**src/rtl/writeback_buffer.sv**
```systemverilog
// writeback_buffer
//   Circular writeback FIFO between the execute/memory stages and the
//   register file, with optional operand forwarding from pending entries.
//
//   Optional feature: define WB_FORWARD_EN to build the forwarding search.
//   Without it, oFwdHit1/2 and oFwdVal1/2 are tied to 0 and no compare
//   logic is built.
//
//   reg_transport_t is carried as a packed vector laid out {addr, value}:
//     [addr_width+reg_width-1 : reg_width]  destination register index
//     [reg_width-1 : 0]                     result value
//
// Ports
//   iClk               single clock, all state updates on its rising edge
//   iRst               synchronous active-high reset
//   iValid / oReady    upstream writeback handshake
//   iWb                upstream {addr, value}
//   iHold              inhibits draining this cycle
//   oWriteEn / oRd     register-file write enable and {addr, value}
//   iAddrRs1/2         forwarding lookup addresses
//   oFwdHit1/2         a pending entry matches the lookup address
//   oFwdVal1/2         value of the youngest matching pending entry
//   oCount             number of pending entries
module writeback_buffer #(
  parameter int unsigned DEPTH      = 4,
  parameter int unsigned reg_width  = 32,
  parameter int unsigned addr_width = 5
) (
  input  logic                            iClk,
  input  logic                            iRst,
  input  logic                            iValid,
  output logic                            oReady,
  input  logic [addr_width+reg_width-1:0] iWb,
  input  logic                            iHold,
  output logic                            oWriteEn,
  output logic [addr_width+reg_width-1:0] oRd,
  input  logic [addr_width-1:0]           iAddrRs1,
  input  logic [addr_width-1:0]           iAddrRs2,
  output logic                            oFwdHit1,
  output logic                            oFwdHit2,
  output logic [reg_width-1:0]            oFwdVal1,
  output logic [reg_width-1:0]            oFwdVal2,
  output logic [$clog2(DEPTH):0]          oCount
);

  localparam int unsigned PW = $clog2(DEPTH);
  localparam int unsigned CW = PW + 1;

  logic [addr_width-1:0] addr_q [DEPTH];
  logic [reg_width-1:0]  val_q  [DEPTH];
  logic [PW-1:0]         head;
  logic [PW-1:0]         tail;
  logic [CW-1:0]         count;

  logic [addr_width-1:0] wb_addr;
  logic [reg_width-1:0]  wb_val;
  logic                  not_empty;
  logic                  ready;
  logic                  push;
  logic                  pop;

  assign wb_addr   = iWb[reg_width +: addr_width];
  assign wb_val    = iWb[reg_width-1:0];
  assign not_empty = (count != '0);

  // A full buffer refuses requests even in a cycle where it drains.
  // Reset forces the idle-side view of the outputs immediately.
  assign ready    = (count < CW'(DEPTH)) | iRst;
  assign oReady   = ready;
  assign oWriteEn = not_empty & ~iHold & ~iRst;
  assign oCount   = count;
  assign oRd      = (not_empty && !iRst) ? {addr_q[head], val_q[head]} : '0;

  // Writes to r0 complete the handshake but never occupy a slot.
  assign push = iValid & ready & ~iRst & (wb_addr != '0);
  assign pop  = oWriteEn;

  always_ff @(posedge iClk) begin
    if (iRst) begin
      head  <= '0;
      tail  <= '0;
      count <= '0;
    end else begin
      if (push) begin
        addr_q[tail] <= wb_addr;
        val_q[tail]  <= wb_val;
        tail         <= tail + PW'(1);
      end
      if (pop) begin
        head <= head + PW'(1);
      end
      case ({push, pop})
        2'b10:   count <= count + CW'(1);
        2'b01:   count <= count - CW'(1);
        default: count <= count;
      endcase
    end
  end

`ifdef WB_FORWARD_EN
  logic                 hit1;
  logic                 hit2;
  logic [reg_width-1:0] val1;
  logic [reg_width-1:0] val2;

  // Walk from oldest to youngest so a later match overwrites an earlier one.
  // The head is included even when it is being drained this cycle; the
  // incoming iWb is not in storage yet and so is never seen.
  always_comb begin
    hit1 = 1'b0;
    hit2 = 1'b0;
    val1 = '0;
    val2 = '0;
    for (int unsigned k = 0; k < DEPTH; k++) begin
      if (CW'(k) < count) begin
        if (addr_q[head + PW'(k)] == iAddrRs1) begin
          hit1 = 1'b1;
          val1 = val_q[head + PW'(k)];
        end
        if (addr_q[head + PW'(k)] == iAddrRs2) begin
          hit2 = 1'b1;
          val2 = val_q[head + PW'(k)];
        end
      end
    end
    if (iAddrRs1 == '0 || iRst) begin
      hit1 = 1'b0;
      val1 = '0;
    end
    if (iAddrRs2 == '0 || iRst) begin
      hit2 = 1'b0;
      val2 = '0;
    end
  end

  assign oFwdHit1 = hit1;
  assign oFwdHit2 = hit2;
  assign oFwdVal1 = val1;
  assign oFwdVal2 = val2;
`else
  logic unused_fwd;
  assign unused_fwd = ^{iAddrRs1, iAddrRs2};

  assign oFwdHit1 = 1'b0;
  assign oFwdHit2 = 1'b0;
  assign oFwdVal1 = '0;
  assign oFwdVal2 = '0;
`endif

endmodule

```
**config.mk**
```make
export PLATFORM = sky130hd
export DESIGN_NAME = writeback_buffer
export DESIGN_NICKNAME = d
export VERILOG_FILES = /design/src/rtl/writeback_buffer.sv
export SDC_FILE = /design/constraint.sdc
export NUM_CORES = 1
export LEC_CHECK = 0
export BUFFER_PORTS_ARGS = -buffer_cell sky130_fd_sc_hd__buf_2
export CAP_MARGIN = 30
export CORE_ASPECT_RATIO = 0.7
export CORE_UTILIZATION = 40
export CTS_BUF_LIST = sky130_fd_sc_hd__clkbuf_4
export DETAILED_ROUTE_END_ITERATION = 12
export GPL_TIMING_DRIVEN = 0
export PLACE_DENSITY_LB_ADDON = 0.1
export SLEW_MARGIN = 0
export SYNTH_ARGS = -nofsm -noshare
export SYNTH_HDL_FRONTEND = slang
export SYNTH_SLANG_ARGS = --single-unit
```
**constraint.sdc**
```tcl
create_clock -name iClk -period 5.55 [get_ports iClk]
set_input_delay 0.555 -clock iClk [delete_from_list [all_inputs] [get_ports iClk]]
set_output_delay 0.555 -clock iClk [all_outputs]
set_load 0.05 [all_outputs]
```
# --- Word-level counts from Yosys, hierarchy flattened ---
# Memory sizes are Yosys's and may differ from the RTL's. A register that Yosys moved wholly into a read port is not among the register bits.
# Index checks and enable logic that the tools add are counted.
op_classes:
  add_sub_neg: 4
  n_lt_le_gt_ge: 1
  eq_ne: 2
  muxes: 9
  bitwise: 8
  reduce_logical: 5
ops:
  columns: ["operator", "n"]
  rows:
  - ["37-bit two-way mux", 1]
  - ["2-bit two-way mux", 4]
  - ["3-bit one-hot mux with 2 select lines", 1]
  - ["1-bit AND", 5]
  - ["5-bit nonzero test", 1]
  - ["2-bit by 1-bit adder with 2-bit output (second input constant)", 2]
  - ["3-bit by 1-bit adder with 3-bit output (second input constant)", 1]
  - ["3-bit less-than comparator (second input constant)", 1]
  - ["1-bit two-way mux", 3]
  - ["3-bit nonzero test", 1]
  - ["3-bit by 1-bit subtractor with 3-bit output (second input constant)", 1]
  - ["2-bit by 1-bit equality test with 1-bit output (second input constant)", 1]
  - ["2-bit equality test (second input constant)", 1]
  - ["1-bit inverter", 2]
  - ["2-bit nonzero test", 1]
  - ["1-bit logical AND", 1]
  - ["1-bit zero test", 1]
  - ["1-bit OR", 1]
totals:
  reg_bits: 7
  ram_bits: 148
  in_bits: 51
  output_inout_bits: 108
  wordCells: 34
  n_memories: 2
memory_table:
  columns: ["name", "words", "word_bits", "rd", "rd_clocked_by_memory_dff", "write_ports", "line_no", "rtl"]
  rows:
  - ["val_q", 4, 32, 1, 1, 1, "50", "logic [reg_width-1:0] val_q [DEPTH];"]
  - ["addr_q", 4, 5, 1, 1, 1, "49", "logic [addr_width-1:0] addr_q [DEPTH];"]

# --- Depth between registers and ports, before layout ---
# Gate-level depths: netlist of run 1.
logic_depth:
  depth_word: 8
  depth_mapped: 10
  mapped_depth_nobuf: 9

# --- Worst setup path before layout of run 1 ---
# No wires, ideal clock.
synth_path:
  path_type: "register to register"
  start: "register count[2], in the netlist oCount[2]"
  end: "register count[2], in the netlist oCount[2]"
  setup_time_ps: 70
  arrival_ps: 3215
  t_required_ps: 5480
  setup_slack_ps: 2266
  stages_incl_launch_ff: 11
  n_path_buf: 1
  synth_period_minus_slack_ps: 3284
  cell_sequence: "dfxtp_1 nor3_2 or2_1 buf_2 nor2_1 ha_1 inv_1 fa_1 xor2_1 or3_1 a21oi_1"
synth_via:
  word_cells_on_any_way: 14
  cone_classes: "add/sub (2); order compare (1); eq/ne (2); mux (1); bitwise (6); reduce/logical (2)"
synth_rtl:
  columns: ["element", "line_no", "rtl"]
  rows:
  - ["start, declared", "53", "logic [CW-1:0] count;"]
  - ["start signal, assigned", "93", "2'b10: count <= count + CW'(1);"]
  - ["start signal, assigned", "94", "2'b01: count <= count - CW'(1);"]
  - ["start signal, assigned", "95", "default: count <= count;"]
  - ["3-bit nonzero test *", "64", "assign not_empty = (count != '0);"]
  - ["1-bit AND * (2 in series)", "70", "assign oWriteEn = not_empty & ~iHold & ~iRst;"]
  - ["named net oWriteEn", "35", "output logic oWriteEn,"]
  - ["2-bit by 1-bit equality test with 1-bit output / 2-bit equality test (equally long branches)", "92", "case ({push, pop})"]
  - ["3-bit one-hot mux with 2 select lines / 2-bit nonzero test (equally long branches)", null, null]
# Mark *: on every way through the listed nets, which the timed path passes. The rest lies on a longest branch.
# A chain may end at the register's enable or synchronous reset.

# --- Final worst setup path of run 1 ---
layout_path:
  start: "register count[2], in the netlist oCount[2]"
  end: "output port oRd[11]"
layout_via:
  elab_chain_len: 3
layout_rtl:
  columns: ["element", "line_no", "rtl"]
  rows:
  - ["3-bit nonzero test", "64", null]
  - ["1-bit logical AND", "72", "assign oRd = (not_empty && !iRst) ? {addr_q[head], val_q[head]} : '0;"]
  - ["37-bit two-way mux", "72", null]
  - ["end, declared", "36", "output logic [addr_width+reg_width-1:0] oRd,"]
# No other way between the ends.

==> results of run 1 <==
[state kept, by name, indices dropped and copies added, names as in the netlist, named ones only]
register / cells
tail: 2
head: 2
oCount: 3
addr_q: 20
val_q: 128
[cell families (layout without fill, tap and decap cells)]
group / after synthesis / count (layout) / share of synthesized area
DFF: 157 / 157 / 0.691
other: 1 / 67 / 0.000560
adders and majority gates: 6 / 6 / 0.0123
and+or+nand+nor: 57 / 57 / 0.0566
muxes: 37 / 37 / 0.128
buffers and inverters: 87 / 205 / 0.0962
xor gates and xnor gates: 2 / 2 / 0.00262
AOI/OAI and AO/OA: 13 / 13 / 0.0127
[through the flow]
step,power [W],utilization,instances
after floorplan,0.00177,-,425
after global placement,0.00186,0.467,732
after detailed placement,0.00187,0.472,736
after CTS,0.00252,0.489,768
after global routing,0.00260,0.489,768
final,0.00249,0.489,769
[routing by layer]
| metal | GRT usage | up-vias |
|---|---|---|
| li1 | - | 1592 |
| met1 | 0.185 | 1650 |
| met2 | 0.241 | 101 |
| met3 | 0.0414 | 13 |
| met4 | 0.0504 | 0 |
| met5 | 0 | - |
[report_power, final]
part | internal, W | total, W | switching [W] | leakage [nW]
Clock | 0.000235 | 0.000655 | 0.000420 | 0.132
Combinational | 0.000167 | 0.000491 | 0.000324 | 1.48
Sequential | 0.00133 | 0.00134 | 0.0000117 | 1.42
[worst paths after layout]
kind | from | to | slack, ns | depth (start not counted)
hold reg to reg | head[1]$_SDFFE_PP0P_ | head[1]$_SDFFE_PP0P_ | 0.51 | 2
hold / removal | iWb[20] | val_q[0][20]$_DFFE_PP_ | 0.23 | 1
setup / recovery | oCount[2]$_SDFFE_PP0P_ | oRd[11] | 2.77 | 6
setup reg to reg | oCount[2]$_SDFFE_PP0P_ | oCount[2]$_SDFFE_PP0P_ | 3.09 | 10
[cell type report]
cell class                 count  area [um^2]  share of cell area
multi-input combinational    181         1680               0.210
sequential                   157         4620               0.579
buffer                        79          614              0.0769
antenna                        1         2.50            0.000313
inverter                       8         30.0             0.00376
clock inverter                14          135              0.0169
timing repair buffer          86          490              0.0614
clock buffer                  18          135              0.0169
tap                          225          282              0.0352
[synthesized netlist by cell type (all sizes together)]
master   count  area share
edfxtp     148        0.66
buf         77       0.090
mux4        37        0.13
nor2b       37       0.039
dfxtp        9       0.027
inv          8      0.0045
a21oi        5      0.0037
ha           5      0.0093
nor2         5      0.0028
and2         4      0.0037
o21ai        3      0.0022
or3          3      0.0028
a2111oi      2      0.0026
a311o        2      0.0030
and4         2      0.0026
clkbuf       2      0.0019
nand2b       2      0.0019
nor3         2      0.0022
xor2         2      0.0026
a211oi       1      0.0011
conb         1     0.00056
fa           1      0.0030
nand2        1     0.00056
or2          1     0.00093
[worst reg2reg max path, delay by kind of cell, from the launching register on]
family	cells	cell delay [ns]
XOR/XNOR	1	0.16
flip-flops	1	0.45
AND/OR/NAND/NOR	4	0.82
buffers and inverters	2	0.29
AO/OA/AOI/OAI	1	0.14
adder cells (fa/ha/maj)	2	0.57
==> results.ini, run 1 <==
[drt]
dr_total_vias = 3356
wl_per_cell_um = 15.5
final_antenna_net_count = 0
dr.pass1.iters = 4
route.met2.wl_mm = 5.77
highest_layer = met4
via_per_inst = 4.36
wl_met3_um = 675
drtIter0Drc = 157
drc = 0
drt_wl_total_mm = 11.9
wl_met1_mm = 5.38

[clock_tree]
hold_buffers = 0
cts_tree = yes
cts_sinks = 157
cts_resized = 0
postCtsSetupBuffers = 0
root_buffer = clkbuf_4
path_clk_slew_ns = 0.15
clk_path_buf_depth = 2
htree_levels = 4
numCtsBuffers = 17
insertion_delay_ns = 0.53

[worst_setup_path]
critPathTopFamily = buffers and inverters
crit_slowest_cell = dfxtp_1
path_common_cell = buf_2
crit_required_ns = 4.99
startpoint_type = register
cp-end-kind = output port
worstPathCellList = nor3_2 -> or2_1 -> clkbuf_4 -> buf_2 -> nor2b_1 -> buf_2
worstSetupPathType = reg2out
arrival_ns = 2.22
worst-path-buf-inv = 3
slowest_delay_ns = 0.38
path_max_fanout = 10

[status]
status = finished, final reports clean

[timing]
worst_pin_slew_ns = 0.583
setup_violations = 0
period_minus_slack_ns = 2.78
max_clock_freq_ghz = 0.360
worst_slew_margin_rel = 0.612
finalMaxSlewViolations = 0
layout_setup_ws_ns = 2.77
fin_hold_ws_ns = 0.226
hold_viol_final = 0
tns_ns = 0
skew_ns = 0.0194
grt_setup_unrepaired = false
period_share = 0.501

[yosys]
yosysSeqAreaShare = 0.691
syn_avg_cell_area_um2 = 18.6
post_synth_instance_area_mm2 = 0.00670
synth-seq-cells = 157
yosysWarningCount = 0
syn_inst = 360
ys_types = 31

[placed_design]
pre_cts_ws_ns = 2.87
hpwlAfterDp_mm = 7.81
gp_congestion = 0.686
place_area_mm2 = 0.00772
portBuffers = 82

[global_routing]
antenna_found_initial = 1
grt_pass1_wl_mm = 18.0
grt_pass1_vias = 3383
grt-ovfl-total = 0
grt_max_degree = 31
track_usage = 0.145

[layout]
final_cell_mix = edfxtp_1 (148), buf_2 (89), buf_4 (66), conb_1 (66), nor2b_1 (33)
final_common_cell = edfxtp_1
stdcell_area_mm2 = 0.00799
fillers = 1391
syn2layout_area_growth_pct = 19.3
drive_gt1_frac = 0.433
nets = 587

[floorplanning]
rows = 39
die_area_mm2 = 0.0173
dieHeight_um = 110
die_w_um = 157
start_util = 0.410
ios = 159
core_mm2 = 0.0163

[pwr]
p_leak_nw = 3.02
ir_worst_vdd_mv = 0.137
powerDensity_mw_per_mm2 = 312

[worst_hold_path]
hp-class = in2reg

[flow_run]
max-cap-violations = 0

Note: power is estimated with default switching activity, not from simulation.
==> run 2: changes to the inputs <==
Clock period 5.55 ns to 2.5 ns, I/O delays scaled along.
==> results.ini, run 2 (synthesis results as in run 1) <==
[global_routing]
track_usage = 0.144  ; was 0.145
use_met3 = 0.0391  ; was 0.0414
antenna_found_initial = 0  ; was 1
grt_max_degree = 25  ; was 31
grt_pass1_wl_mm = 17.9  ; was 18.0 mm
grt_busiest_layer = met2  ; unchanged
use_met1 = 0.181  ; was 0.185
grt_pass1_vias = 3356  ; was 3383
use_met2 = 0.242  ; was 0.241
grt-ovfl-total = 0  ; unchanged

[timing]
skew_ns = 0.0138  ; was 0.0194 ns
hold_viol_final = 0  ; unchanged
period_share = 0.940
setup_violations = 0  ; unchanged
finalMaxSlewViolations = 0  ; unchanged
max_clock_freq_ghz = 0.425
period_minus_slack_ns = 2.35
fin_hold_ws_ns = 0.0797  ; was 0.226 ns
grt_setup_unrepaired = false  ; unchanged

[layout]
syn2layout_area_growth_pct = 26.2  ; was 19.3%
final_common_cell = edfxtp_1  ; unchanged
largest_register_ffs = 128  ; unchanged
fin_util = 0.517  ; was 0.489
final_cell_mix = edfxtp_1 (148), buf_2 (81), buf_4 (72), conb_1 (66), dlygate4sd3_1 (37)  ; was edfxtp_1 (148), buf_2 (89), buf_4 (66), conb_1 (66), nor2b_1 (33)
nets = 624  ; was 587
fillers = 1409  ; was 1391
top_register = val_q  ; unchanged
stdcell_area_mm2 = 0.00845  ; was 0.00799 mm^2
drive_gt1_frac = 0.419  ; was 0.433
num_antenna_cells = 0  ; was 1

[worst_setup_path]
crit_required_ns = 2.25  ; was 4.99 ns
worstSetupStartpoint = oCount[2]$_SDFFE_PP0P_  ; unchanged
cp-end-kind = output port  ; unchanged
path_max_fanout = 10  ; unchanged
rrSetupSlack_ns = 0.22  ; was 3.09 ns
worstSetupPathType = reg2out  ; unchanged
r2r-end = oCount[2]$_SDFFE_PP0P_  ; unchanged
timing.rr.start = oCount[2]$_SDFFE_PP0P_  ; unchanged
reg2reg_depth = 10  ; unchanged
arrival_ns = 2.10  ; was 2.22 ns
startpoint_type = register  ; unchanged

[drt]
drc = 0  ; unchanged
final_antenna_net_count = 0  ; unchanged
drt_wl_total_mm = 11.8  ; was 11.9 mm
dr.pass1.iters = 4  ; unchanged
via_per_inst = 4.36  ; about the same
dr_total_vias = 3511  ; was 3356
drtIter0Drc = 177  ; was 157
wl_per_cell_um = 14.6  ; was 15.5 um

[floorplanning]
core_mm2 = 0.0163  ; unchanged
start_util = 0.410  ; unchanged
die_w_um = 157  ; unchanged
die_area_mm2 = 0.0173  ; unchanged
rows = 39  ; unchanged
ios = 159  ; unchanged
dieHeight_um = 110  ; unchanged

[placed_design]
place_area_mm2 = 0.00775  ; was 0.00772 mm^2
hpwlAfterDp_mm = 7.69  ; was 7.81 mm
portBuffers = 82  ; unchanged
gp_congestion = 0.664  ; was 0.686

[worst_hold_path]
hp-class = in2reg  ; unchanged
hold_start = iHold  ; was iWb[20]
holdPathStages = 3  ; was 1

[status]
status = finished, final reports clean  ; unchanged

[pwr]
p_total_w = 0.00565  ; was 0.00249 W
p_leak_nw = 3.22  ; was 3.02 nW
powerDensity_mw_per_mm2 = 668  ; was 312 mW/mm^2
ir_worst_vdd_mv = 0.298  ; was 0.137 mV

[clock_tree]
postCtsSetupBuffers = 0  ; unchanged
path_clk_slew_ns = 0.14  ; was 0.15 ns
insertion_delay_ns = 0.52  ; was 0.53 ns
cts_sinks = 157  ; unchanged
htree_levels = 4  ; unchanged
clk_path_buf_depth = 2  ; unchanged
cts_tree = yes  ; unchanged
root_buffer = clkbuf_4  ; unchanged
numCtsBuffers = 17  ; unchanged

[flow_run]
max-cap-violations = 0  ; unchanged

[run 2: cell types whose count changed in the layout (fill, tap and decap cells not counted), sizes merged, moves of 2 or more]
cell,before,now
dlygate4sd3,0,37
clkinvlp,5,0
inv,13,16
clkinv,3,5
[run 2: cell type report]
type	count	area [um^2]	area share
Sequential cell	157	4640	0.549
Multi-Input combinational cell	181	1710	0.202
Timing Repair Buffer	123	868	0.103
Buffer	79	642	0.0759
Tap cell	225	282	0.0333
Clock inverter	14	151	0.0179
Clock buffer	18	135	0.0160
Inverter	8	30.0	0.00355
[run 2: how the worst max path moves through the flow]
stage                                         to  slack, ns
after global placement    val_q[2][10]$_DFFE_PP_      -0.63
after floorplan           oCount[2]$_SDFFE_PP0P_       0.02
after global routing                     oRd[23]       0.01
final                                    oRd[23]       0.15
after CTS                                oRd[12]      -0.08
after detailed placement  oCount[2]$_SDFFE_PP0P_       0.05
[run 2: routing by layer]
metal	part of all wire	wire length (um)
met5	0	0
met4	0.0062	73
met3	0.048	564
met1	0.43	5090
met2	0.51	6050
[run 2: repair_timing]
| action | in CTS | in global routing |
|---|---|---|
| gates cloned | 0 | 0 |
| hold buffers | 37 | 0 |
| hold endpoints to repair | 148 | 0 |
| endpoints found under the setup margin | 21 | 24 |
| resized for setup | 1 | 19 |
[run 2: power breakdown]
part	total, W	switching, W	leakage [nW]	internal, W
Clock	0.00151	0.000958	0.158	0.000549
Combinational	0.00115	0.000726	1.64	0.000429
Sequential	0.00299	0.0000285	1.42	0.00296
[run 2: worst max-delay path: stages, from the launching register on]
cell and delay [ns]:
dfxtp_4 0.40, nor3_4 0.06, or2_1 0.22, clkbuf_4 0.22
buf_6 0.18, nor2b_1 0.20, clkbuf_4 0.28
[run 2: metrics by stage]
step / cells / setup WS (ns) / setup TNS [ns]
final: 805 / 0.149 / 0
after global routing: 805 / 0.0131 / 0
after CTS: 805 / -0.0830 / -1.01
after detailed placement: 736 / 0.0520 / 0
after global placement: 732 / -0.628 / -89.13
after floorplan: 425 / 0.0205 / 0
==> run 3: changes to the inputs <==
Settings changed: PLACE_DENSITY from default to 0.63, PLACE_DENSITY_LB_ADDON 0.1 to default.
==> results.ini, run 3 (synthesis results as in run 1) <==
[status]
status = finished, final reports clean  ; unchanged

[layout]
num_antenna_cells = 0  ; unchanged
syn2layout_area_growth_pct = 26.2  ; about the same
nets = 624  ; unchanged
top_register = val_q  ; unchanged
final_common_cell = edfxtp_1  ; unchanged
largest_register_ffs = 128  ; unchanged
final_cell_mix = edfxtp_1 (148), buf_2 (85), buf_4 (69), conb_1 (66), dlygate4sd3_1 (37)  ; was edfxtp_1 (148), buf_2 (81), buf_4 (72), conb_1 (66), dlygate4sd3_1 (37)
stdcell_area_mm2 = 0.00845  ; about the same
drive_gt1_frac = 0.411  ; was 0.419

[timing]
skew_ns = 0.0245  ; was 0.0138 ns
hold_viol_final = 0  ; unchanged
finalMaxSlewViolations = 0  ; unchanged
period_share = 0.958  ; was 0.940
max_clock_freq_ghz = 0.417  ; was 0.425 GHz
worst_pin_slew_ns = 0.550
worst_slew_margin_rel = 0.631
layout_setup_ws_ns = 0.104  ; was 0.149 ns
grt_setup_unrepaired = true  ; was false
period_minus_slack_ns = 2.40  ; was 2.35 ns
setup_violations = 0  ; unchanged

[worst_setup_path]
cp-end-kind = output port  ; unchanged
crit_slowest_cell = buf_2  ; was dfxtp_4
slowest_delay_ns = 0.35  ; was 0.40 ns
startpoint_type = register  ; unchanged
crit_required_ns = 2.25  ; about the same
worstSetupPathType = reg2out  ; unchanged
path_max_fanout = 10  ; unchanged
worstPathCellList = clkbuf_2 -> buf_2 -> mux4_2 -> nor2b_1 -> buf_2  ; was nor3_4 -> or2_1 -> clkbuf_4 -> buf_6 -> nor2b_1 -> clkbuf_4
arrival_ns = 2.15  ; was 2.10 ns
path_common_cell = buf_2  ; was clkbuf_4

[placed_design]
gp_congestion = 0.667  ; was 0.664
place_area_mm2 = 0.00775  ; unchanged
portBuffers = 82  ; unchanged
hpwlAfterDp_mm = 8.06  ; was 7.69 mm
pre_cts_ws_ns = 0.0817  ; was 0.0520 ns

[pwr]
powerDensity_mw_per_mm2 = 682  ; was 668 mW/mm^2
p_total_w = 0.00577  ; was 0.00565 W
ir_worst_vdd_mv = 0.325  ; was 0.298 mV
p_leak_nw = 3.22  ; about the same

[drt]
final_antenna_net_count = 0  ; unchanged
drc = 0  ; unchanged
drt_wl_total_mm = 12.5  ; was 11.8 mm
via_per_inst = 4.43  ; was 4.36
dr_total_vias = 3559  ; was 3511
dr.pass1.iters = 4  ; unchanged
wl_per_cell_um = 15.6  ; was 14.6 um
drtIter0Drc = 186  ; was 177

[clock_tree]
cts_sinks = 157  ; unchanged
clk_path_buf_depth = 2  ; unchanged
numCtsBuffers = 17  ; unchanged
cts_tree = yes  ; unchanged
htree_levels = 4  ; unchanged
root_buffer = clkbuf_4  ; unchanged
insertion_delay_ns = 0.52  ; about the same
path_clk_slew_ns = 0.10  ; was 0.14 ns

[floorplanning]
ios = 159  ; unchanged
die_w_um = 157  ; unchanged
rows = 39  ; unchanged
start_util = 0.410  ; unchanged
die_area_mm2 = 0.0173  ; unchanged
core_mm2 = 0.0163  ; unchanged
dieHeight_um = 110  ; unchanged

[global_routing]
track_usage = 0.152  ; was 0.144
grt_pass1_wl_mm = 18.7  ; was 17.9 mm
grt-ovfl-total = 0  ; unchanged
antenna_found_initial = 0  ; unchanged
grt_max_degree = 30  ; was 25
grt_pass1_vias = 3541  ; was 3356

[worst_hold_path]
hp-class = in2reg  ; unchanged

[flow_run]
max-cap-violations = 0  ; unchanged

==> run 3: cell count changes in the layout (fill, tap and decap cells not counted), sizes merged <==
cell	delta
clkinv	+2
clkinvlp	+2
bufinv	+3
inv	-8
==> run 3: power by group <==
| part | leakage (nW) | total [W] | internal (W) | switching (W) |
|---|---|---|---|---|
| logic | 1.64 | 0.00115 | 0.000419 | 0.000736 |
| clock network | 0.160 | 0.00162 | 0.000789 | 0.000835 |
| registers | 1.42 | 0.00299 | 0.00296 | 0.0000283 |
| total | 3.22 | 0.00577 | 0.00417 | 0.00160 |
==> run 3: critical path: cells and delay by family (launching register included) <==
kind                   cells  cell delay [ns]
buffers and inverters      3             0.81
multiplexers               1             0.34
flip-flops                 1             0.32
AND/OR/NAND/NOR            1             0.16
==> run 3: final cells by class <==
class	count	area (um^2)
timing repair buffer	123	861
tap	225	282
multi-input combinational	181	1710
sequential	157	4640
buffer	79	624
clock buffer	18	135
fill	1387	7900
inverter	8	30.0
clock inverter	13	174
==> run 3: routing by layer <==
layer | vias up | GRT usage | part of all wire
met2 | 98 | 0.251 | 0.49
met3 | 9 | 0.0360 | 0.049
li1 | 1662 | - | -
met4 | 0 | 0.0595 | 0.0081
met5 | - | 0 | 0
met1 | 1790 | 0.196 | 0.45
==> run 3: worst paths after layout <==
kind                            slack (ns)  cells past startpoint              startpoint                endpoint
worst max-delay path                  0.10                      5                register                  oRd[9]
worst min-delay path                  0.13                      3                   iHold    head[0]$_SDFFE_PP0P_
worst max register to register        0.22                      9  oCount[2]$_SDFFE_PP0P_  oCount[2]$_SDFFE_PP0P_
worst min register to register        0.52                      2    head[1]$_SDFFE_PP0P_    head[1]$_SDFFE_PP0P_
==> run 3: stage by stage <==
step | hold WS, ns | TNS (ns) | utilization | cells
final | 0.132 | 0 | 0.517 | 804
after global routing | 0.0985 | -0.557 | 0.517 | 804
after CTS | 0.0575 | -0.0677 | 0.516 | 804
after detailed placement | 0.466 | 0 | 0.474 | 736
after global placement | 0.461 | -83.45 | 0.469 | 732
after floorplan | 0.349 | 0 | - | 425
==> run 3: repair_timing <==
item	in CTS	in global routing
setup endpoints to repair	22	29
setup buffers	0	0
hold buffers	37	0
resized for setup	2	3
endpoints found under the hold margin	148	0
